===== src/rtl/timer_pkg.sv =====
// Shared definitions for the timer prescaler and its configuration sequencer.
package timer_pkg;

  localparam int DIV_W    = 4;
  localparam int WAIT_MAX = 255;

  typedef enum logic [1:0] {
    OFF   = 2'd0,
    RUN   = 2'd1,
    PEND  = 2'd2,
    DRAIN = 2'd3
  } state_t;

endpackage


===== src/rtl/timer_cfg_ctrl.sv =====
// Configuration sequencer for the timer prescaler. Software writes take effect
// immediately when the timer is off or the divider is unchanged. A divider change
// while running is held in a shadow until a prescaler tick (or a timeout), then
// applied through a one-cycle drain with the timer disabled.
module timer_cfg_ctrl #(
  parameter int DIV_W    = timer_pkg::DIV_W,
  parameter int WAIT_MAX = timer_pkg::WAIT_MAX
) (
  input  logic             clk,
  input  logic             rst,
  input  logic             cfg_wr,
  input  logic             cfg_timer_en,
  input  logic             cfg_div_en,
  input  logic [DIV_W-1:0] cfg_div_val,
  input  logic             cnt_en,
  input  logic             halt_ack,
  input  logic             dbg_mode,
  input  logic             dbg_halt_req,
  output logic             timer_en,
  output logic             div_en,
  output logic [DIV_W-1:0] div_val,
  output logic             halt_req,
  output logic             cfg_busy,
  output logic             cfg_done,
  output logic             cfg_err,
  output logic             halted
);

  import timer_pkg::*;

  localparam int WAIT_W = $clog2(WAIT_MAX + 1);

  state_t             state, state_n;
  logic               timer_en_n, div_en_n;
  logic [DIV_W-1:0]   div_val_n;
  logic               shadow_en, shadow_en_n;
  logic [DIV_W-1:0]   shadow_val, shadow_val_n;
  logic [WAIT_W-1:0]  wait_cnt, wait_cnt_n;
  logic               done_n, err_n;
  logic               disable_wr;
  logic               pend_exit;

  assign disable_wr = cfg_wr & ~cfg_timer_en;
  assign pend_exit  = cnt_en | ((wait_cnt == WAIT_W'(WAIT_MAX)) & ~halt_ack);
  assign cfg_busy   = (state == PEND) || (state == DRAIN);

  // Next-state and next-output decode; a disable write always wins over a pending change.
  always_comb begin
    state_n      = state;
    timer_en_n   = timer_en;
    div_en_n     = div_en;
    div_val_n    = div_val;
    shadow_en_n  = shadow_en;
    shadow_val_n = shadow_val;
    wait_cnt_n   = wait_cnt;
    done_n       = 1'b0;
    err_n        = 1'b0;
    case (state)
      OFF: begin
        if (cfg_wr) begin
          timer_en_n = cfg_timer_en;
          div_en_n   = cfg_div_en;
          div_val_n  = cfg_div_val;
          done_n     = 1'b1;
          state_n    = cfg_timer_en ? RUN : OFF;
        end
      end
      RUN: begin
        if (disable_wr) begin
          timer_en_n = 1'b0;
          div_en_n   = cfg_div_en;
          div_val_n  = cfg_div_val;
          done_n     = 1'b1;
          state_n    = OFF;
        end else if (cfg_wr) begin
          if ((cfg_div_en == div_en) && (cfg_div_val == div_val)) begin
            done_n = 1'b1;
          end else begin
            shadow_en_n  = cfg_div_en;
            shadow_val_n = cfg_div_val;
            wait_cnt_n   = '0;
            state_n      = PEND;
          end
        end
      end
      PEND: begin
        if (disable_wr) begin
          timer_en_n = 1'b0;
          div_en_n   = cfg_div_en;
          div_val_n  = cfg_div_val;
          done_n     = 1'b1;
          state_n    = OFF;
        end else begin
          err_n = cfg_wr;
          if (pend_exit) begin
            timer_en_n = 1'b0;
            div_en_n   = shadow_en;
            div_val_n  = shadow_val;
            state_n    = DRAIN;
          end else if (!halt_ack) begin
            wait_cnt_n = wait_cnt + WAIT_W'(1);
          end
        end
      end
      DRAIN: begin
        if (disable_wr) begin
          timer_en_n = 1'b0;
          div_en_n   = cfg_div_en;
          div_val_n  = cfg_div_val;
          done_n     = 1'b1;
          state_n    = OFF;
        end else begin
          err_n      = cfg_wr;
          timer_en_n = 1'b1;
          done_n     = 1'b1;
          state_n    = RUN;
        end
      end
      default: state_n = OFF;
    endcase
  end

  // State, output, shadow and timeout registers.
  always_ff @(posedge clk) begin
    if (rst) begin
      state      <= OFF;
      timer_en   <= 1'b0;
      div_en     <= 1'b0;
      div_val    <= '0;
      shadow_en  <= 1'b0;
      shadow_val <= '0;
      wait_cnt   <= '0;
      cfg_done   <= 1'b0;
      cfg_err    <= 1'b0;
    end else begin
      state      <= state_n;
      timer_en   <= timer_en_n;
      div_en     <= div_en_n;
      div_val    <= div_val_n;
      shadow_en  <= shadow_en_n;
      shadow_val <= shadow_val_n;
      wait_cnt   <= wait_cnt_n;
      cfg_done   <= done_n;
      cfg_err    <= err_n;
    end
  end

  // Debug halt handshake, registered in both directions regardless of state.
  always_ff @(posedge clk) begin
    if (rst) begin
      halt_req <= 1'b0;
      halted   <= 1'b0;
    end else begin
      halt_req <= dbg_mode & dbg_halt_req;
      halted   <= halt_ack;
    end
  end

endmodule


===== config.mk =====
export PLATFORM = sky130hd
export DESIGN_NAME = timer_cfg_ctrl
export DESIGN_NICKNAME = d
export VERILOG_FILES = /design/src/rtl/timer_pkg.sv /design/src/rtl/timer_cfg_ctrl.sv
export SDC_FILE = /design/constraint.sdc
export NUM_CORES = 1
export LEC_CHECK = 0
export CAP_MARGIN = 5
export CORE_UTILIZATION = 45
export CTS_CLUSTER_DIAMETER = 30
export CTS_CLUSTER_SIZE = 28
export DETAILED_ROUTE_END_ITERATION = 10
export PLACE_DENSITY = 0.7
export SYNTH_ARGS = -nofsm -noshare
export SYNTH_HDL_FRONTEND = slang
export SYNTH_SLANG_ARGS = --single-unit

===== constraint.sdc =====
create_clock -name clk -period 3.6 [get_ports clk]
set_input_delay 0.54 -clock clk [delete_from_list [all_inputs] [get_ports clk]]
set_output_delay 0.54 -clock clk [all_outputs]
set_load 0.02 [all_outputs]

==> results.yml, run 1 <==
outcome:
  status: "finished, final reports clean"
yosys:
  yosysUniqueCellTypes: 41
  async_reset_ff_share_pct: 0
  netlist_instances: 147
  synth_nets: 161
  synth_edf_count: 0
  yosys_most_used_dff: "dfxtp_1"
  syn_avg_cell_area_sq_um: 8.775
  yosysMostFrequentCell: "dfxtp_1"
  synth_top_family_by_area: "simple AND/OR/NAND/NOR gates"
  ys_seq_area_share_pct: 38.80
  synth_fa_ha_area_share_pct: 0.9699
  synthMuxAreaShare_pct: 7.759
  synth.area.top_cells: "dfxtp_1, mux2i_1, nor2_1"
  synth_area_sq_mm: 0.001290
  synth_compound_area_share_pct: 17.17
  ys.warnings.count: 0
  synth_top_cell_by_area: "dfxtp_1"
  yosys_register_bits: 25
  synthSimpleGateAreaFrac_pct: 28.71
  synth_top_area_share_pct: 38.80
  synth_common_cells: "dfxtp_1, nor2_1, mux2i_1, nand2b_1, nand3_1"
  synth_xor_area_share_pct: 3.395
clock_tree:
  cts_tree: "done"
  ctsRootBufferMaster: "clkbuf_4"
  cts_hold_buffers: 0
  clockBufferDepth: 2
  cts_setup_buffers: 0
  cts.sinks: 25
  cts.clk_slew.worst_paths_ns: 0.15
  cts_resized: 0
  numCtsBuffers: 3
  cts_max_level: 1
  worstSkewPairLatency_ns: 0.33
route:
  drt_iter0_drc: 57
  routed_wl_um: 2716
  num_vias: 1139
  ant_nets: 0
  dr.pass1.iters: 4
  drc: 0
  wl_per_cell_um: 13.72
  vias_per_cell: 5.753
critical_path:
  arrival_ns: 2.57
  cp_slowest_cell: "clkdlybuf4s50_1"
  crit_path_start_kind: "input port"
  path_cells: "clkdlybuf4s50_1, nor2b_4, or3_4, o32a_4, nor3_2, o21ai_0"
  endpoint_kind: "flip-flop"
  cp_top_family: "simple AND/OR/NAND/NOR gates"
  crit_buf_inv: 1
  critPathKind: "input port to flip-flop"
  r2r_cells: 4
  slowest_delay_ns: 0.52
  path_max_fanout: 7
  path_depth: 6
  cp.required_ns: 3.81
placement:
  place.gp.congestion: 0.8669
  port-buffer-count: 23
  pre_cts_ws_ns: 0.8862
  dp_hpwl_um: 1995
floorplan:
  die_area_sq_mm: 0.003085
  row_count: 19
  fp.dieH_um: 55.54
  ioPinCount: 24
  start_util_pct: 47.19
  core_area_sq_mm: 0.002734
  die_w_um: 55.54
timing:
  final_hold_viol_count: 0
  grt_setup_unrepaired: "no"
  postLayoutSetupSlackWorst_ns: 1.246
  slew_violations: 0
  period_share_pct: 65.39
  fmax_ghz: 0.4248
  hold_slack_ns: 0.5106
  tns_ns: 0
  slew_headroom_pct: 56.72
  tightest_slew_ns: 0.6480
  finalSetupViolCount: 0
  skew_ns: 0.006124
  min_period_ns: 2.354
power:
  power.density_mw_per_mm2: 337.7
  ir_drop_uv: 295.6
  p_total_uw: 527.7
  p_leak_uw: 0.0005553
layout:
  drive_above_1_share_pct: 7.784
  final_nets: 182
  antennaDiodeCount: 0
  area_growth_pct: 21.14
grt:
  grtUsageTotal_pct: 18.25
  grt_pass1_vias: 985
  antenna_found_initial: 0
  grt_overflow: 0
  grt_pass1_wl_um: 4567
  grt_max_degree: 19
min_path:
  hold_class: "flip-flop to flip-flop"
  hold_path_depth: 2
run:
  drv_cap: 0
worst paths after layout:
kind	slack, ns	end	start
max	1.25	wait_cnt[4]	cfg_wr
min	0.51	wait_cnt[5]	wait_cnt[5]
max reg2reg	1.42	timer_en	state[0]
min reg2reg	0.51	wait_cnt[5]	wait_cnt[5]
layer usage:
metal  global-route usage [%]  up-vias  share of wire (%)
li1                         -      587                  -
met3                    3.513        6                4.3
met1                    27.58      516                 52
met4                    6.071        0                1.5
met2                    25.82       30                 42
met5                        0        -                  0
cell families (layout without fill, tap and decap cells):
group	Yosys count	in the layout
AOI/OAI and AO/OA	28	28
and+or+nand+nor	68	68
xor gates and xnor gates	5	5
DFF	25	25
adders and majority gates	1	1
muxes	10	10
buffers and inverters	10	30
cell type report:
class                           instances  area, sq um
Timing Repair Buffer                   24        237.7
Tap cell                               31        38.79
Sequential cell                        25        500.5
Fill cell                             232         1171
Clock inverter                          1        7.507
Multi-Input combinational cell        112        748.2
Inverter                                2        7.507
Clock buffer                            3        22.52
metrics by stage:
step                instances  utilization, %  instance area (sq um)
global route              198           57.16                   1563
finish                    198           57.16                   1563
global placement          194           56.06                   1533
detailed placement        194           56.06                   1533
floorplan                 147               -                   1290
CTS                       198           57.16                   1563
sequential cells by signal, summed over array words and instances (netlist names):
register,cells
cfg_done,1
cfg_err,1
div_en,1
div_val,4
halt_req,1
halted,1
shadow_en,1
shadow_val,4
state,2
timer_en,1
wait_cnt,8
report_power, final:
group	internal [uW]	total (uW)	switching, uW
combinational	48.5	98.5	50.0
sequential	287	296	8.91
clock	42.5	133	90.4
total	378	528	149
worst register-to-register path: stages, from the launching register on:
cell	delay [ns]
dfxtp_1	0.41
nand2b_1	0.35
or2_2	0.47
o311a_1	0.47
a2111oi_1	0.38
cells in the final DEF (no fill, tap or decap), drive strengths merged, types with 2 or more instances in the layout:
cell type / netlist / routed
a2111oi: 2 / 2
a211oi: 7 / 7
a21oi: 2 / 2
and3: 2 / 2
clkbuf: 5 / 3
clkdlybuf4s50: 0 / 23
dfxtp: 25 / 25
inv: 2 / 2
mux2i: 10 / 10
nand2: 6 / 6
nand2b: 9 / 9
nand3: 7 / 7
nand4: 2 / 2
nor2: 20 / 20
nor2b: 4 / 4
nor3: 6 / 6
nor4: 2 / 2
o211ai: 2 / 2
o21ai: 5 / 5
o32ai: 2 / 2
or2: 2 / 2
or3: 2 / 2
or4: 3 / 3
xor2: 5 / 5
Power figures use the tool's default switching activity.
==> run 2: changes to the inputs <==
Settings changed: PLACE_DENSITY 0.7 to 0.73.
Clock period 3.6 ns to 1.9 ns, I/O delays scaled along.
==> run 2 against run 1 <==
Combinational power up 120%; sequential power up 89%; flip-flop and latch count unchanged; setup slack got worse by 1.2 ns; clock skew is 0.00074 ns higher; total power rose by 95%; hold slack got worse by 0.053 ns; register-to-register slack worse by 1.3 ns; first-iteration DRC count is 51% lower.
==> results.yml, run 2 (synthesis results as in run 1) <==
layout:
  area_growth_pct: 32.30
  final_nets: 201
  stdcell_area_sq_mm: 0.001707
  antennaDiodeCount: 0
  fill_cells: 230
  drive_above_1_share_pct: 17.74
  layout_commonest_cell: "dfxtp_1"
  regMostFlops: "wait_cnt"
  fin_cells: 217
  final_cell_mix: "dfxtp_1, clkdlybuf4s50_1, nor2_1, buf_4, mux2i_1"
  reg.largest.list: "wait_cnt x8, div_val x4, shadow_val x4"
  largest_reg_flops: 8
route:
  ant_nets: 0
  drt_iter0_drc: 28
  dr.pass1.iters: 4
  wl_per_cell_um: 13.95
  num_vias: 1243
  vias_per_cell: 5.728
  drc: 0
  routed_wl_um: 3028
power:
  ir_drop_uv: 536.3
  p_total_uw: 1029
  power.density_mw_per_mm2: 603.1
  p_leak_uw: 0.0006541
timing:
  period_share_pct: 97.54
  fmax_ghz: 0.5396
  finalSetupViolCount: 0
  skew_ns: 0.006862
  tightest_slew_ns: 0.6322
  slew_violations: 0
  grt_setup_unrepaired: "no"
  final_hold_viol_count: 0
  min_period_ns: 1.853
  slew_headroom_pct: 57.78
  hold_slack_ns: 0.4575
  postLayoutSetupSlackWorst_ns: 0.04676
placement:
  port-buffer-count: 23
  dp_hpwl_um: 2333
  dpl_cell_area_sq_mm: 0.001675
  place.gp.congestion: 0.8752
  dp_cells: 213
  pre_cts_ws_ns: -0.3508
critical_path:
  r2r-end: "wait_cnt[3]"
  path_depth: 5
  arrival_ns: 2.11
  path_cells: "clkdlybuf4s50_1, or3_4, o32a_4, or4_4, o211ai_1"
  regToRegSetupSlack_ns: 0.08
  endpoint: "wait_cnt[3]"
  crit_start: "halt_ack"
  crit_buf_inv: 1
  path_max_fanout: 6
  cp.required_ns: 2.16
  r2r_start: "wait_cnt[0]"
  r2r_cells: 6
  endpoint_kind: "flip-flop"
  cp_top_family: "simple AND/OR/NAND/NOR gates"
  critPathKind: "input port to flip-flop"
  cp_slowest_cell: "or4_4"
  crit_path_start_kind: "input port"
  slowest_delay_ns: 0.51
clock_tree:
  cts_max_level: 1
  cts.clk_slew.worst_paths_ns: 0.15
  cts.sinks: 25
  ctsRootBufferMaster: "clkbuf_4"
  cts_hold_buffers: 0
  cts_tree: "done"
  clockBufferDepth: 2
  worstSkewPairLatency_ns: 0.33
  cts_setup_buffers: 0
  numCtsBuffers: 3
floorplan:
  core_area_sq_mm: 0.002734
  fp.dieH_um: 55.54
  die_w_um: 55.54
  row_count: 19
  start_util_pct: 47.19
  ioPinCount: 24
  die_area_sq_mm: 0.003085
grt:
  grt_max_degree: 26
  use_met1_pct: 27.65
  grt_pass1_vias: 1252
  busiest_layer: "met2"
  antenna_found_initial: 0
  grt_use_met2_pct: 37.35
  grtUsageMet3_pct: 3.279
  grt_pass1_wl_um: 5423
  grtUsageTotal_pct: 21.59
  grt_overflow: 0
min_path:
  hold_path_depth: 3
  hold_class: "input port to flip-flop"
run:
  drv_cap: 0
outcome:
  status: "finished, final reports clean"
==> run 2: changes by cell type in the layout (fill, tap and decap cells not counted), sizes merged <==
cell and delta:
dlygate4sd2 +2, clkdlybuf4s50 -2, buf +19
==> run 2: how the worst min path moves through the flow <==
stage,startpoint,endpoint
floorplan,dbg_halt_req,halt_req
global placement,shadow_val[1],shadow_val[1]
detailed placement,shadow_val[1],shadow_val[1]
CTS,dbg_halt_req,halt_req
global route,dbg_halt_req,halt_req
finish,dbg_halt_req,halt_req
==> run 2: repair_timing <==
| item | CTS | global route |
|---|---|---|
| pin swaps | 1 | 0 |
| endpoints found under the setup margin | 1 | 1 |
| gates resized for setup | 2 | 1 |
==> run 2: final cells by class <==
cell class | count | area, sq um | share of cell area (%)
clock buffer | 3 | 22.52 | 1.320
clock inverter | 1 | 7.507 | 0.4399
inverter | 2 | 7.507 | 0.4399
multi-input combinational | 112 | 752.0 | 44.06
sequential | 25 | 500.5 | 29.33
tap | 31 | 38.79 | 2.273
timing repair buffer | 43 | 377.9 | 22.14
==> run 2: worst register-to-register path, cell delays in order (launching register included) <==
cell      delay (ns)
dfxtp_1         0.35
ha_1            0.21
nand3_1         0.11
nor2_1          0.07
o32a_4          0.41
or4_4           0.51
o211ai_1        0.09
==> run 2: metrics by stage <==
stage	utilization, %	TNS [ns]
6_report	62.43	0
5_1_grt	62.43	0
4_1_cts	62.29	0
3_5_place_dp	61.28	-4.856
3_3_place_gp	61.28	-3.810
2_1_floorplan	-	0
==> run 2: metal layers <==
metal / wire length, um / vias up / share of wire (%)
met1: 1348 / 578 / 45
met2: 1520 / 42 / 50
met5: 0 / - / 0
li1: - / 619 / -
met3: 130 / 4 / 4.3
met4: 28 / 0 / 0.92
==> run 2: report_power, final <==
group / leakage [uW] / internal, uW / switching (uW)
logic: 0.000436 / 110 / 105
clock network: 0.0000139 / 80.5 / 175
registers: 0.000204 / 545 / 14.5
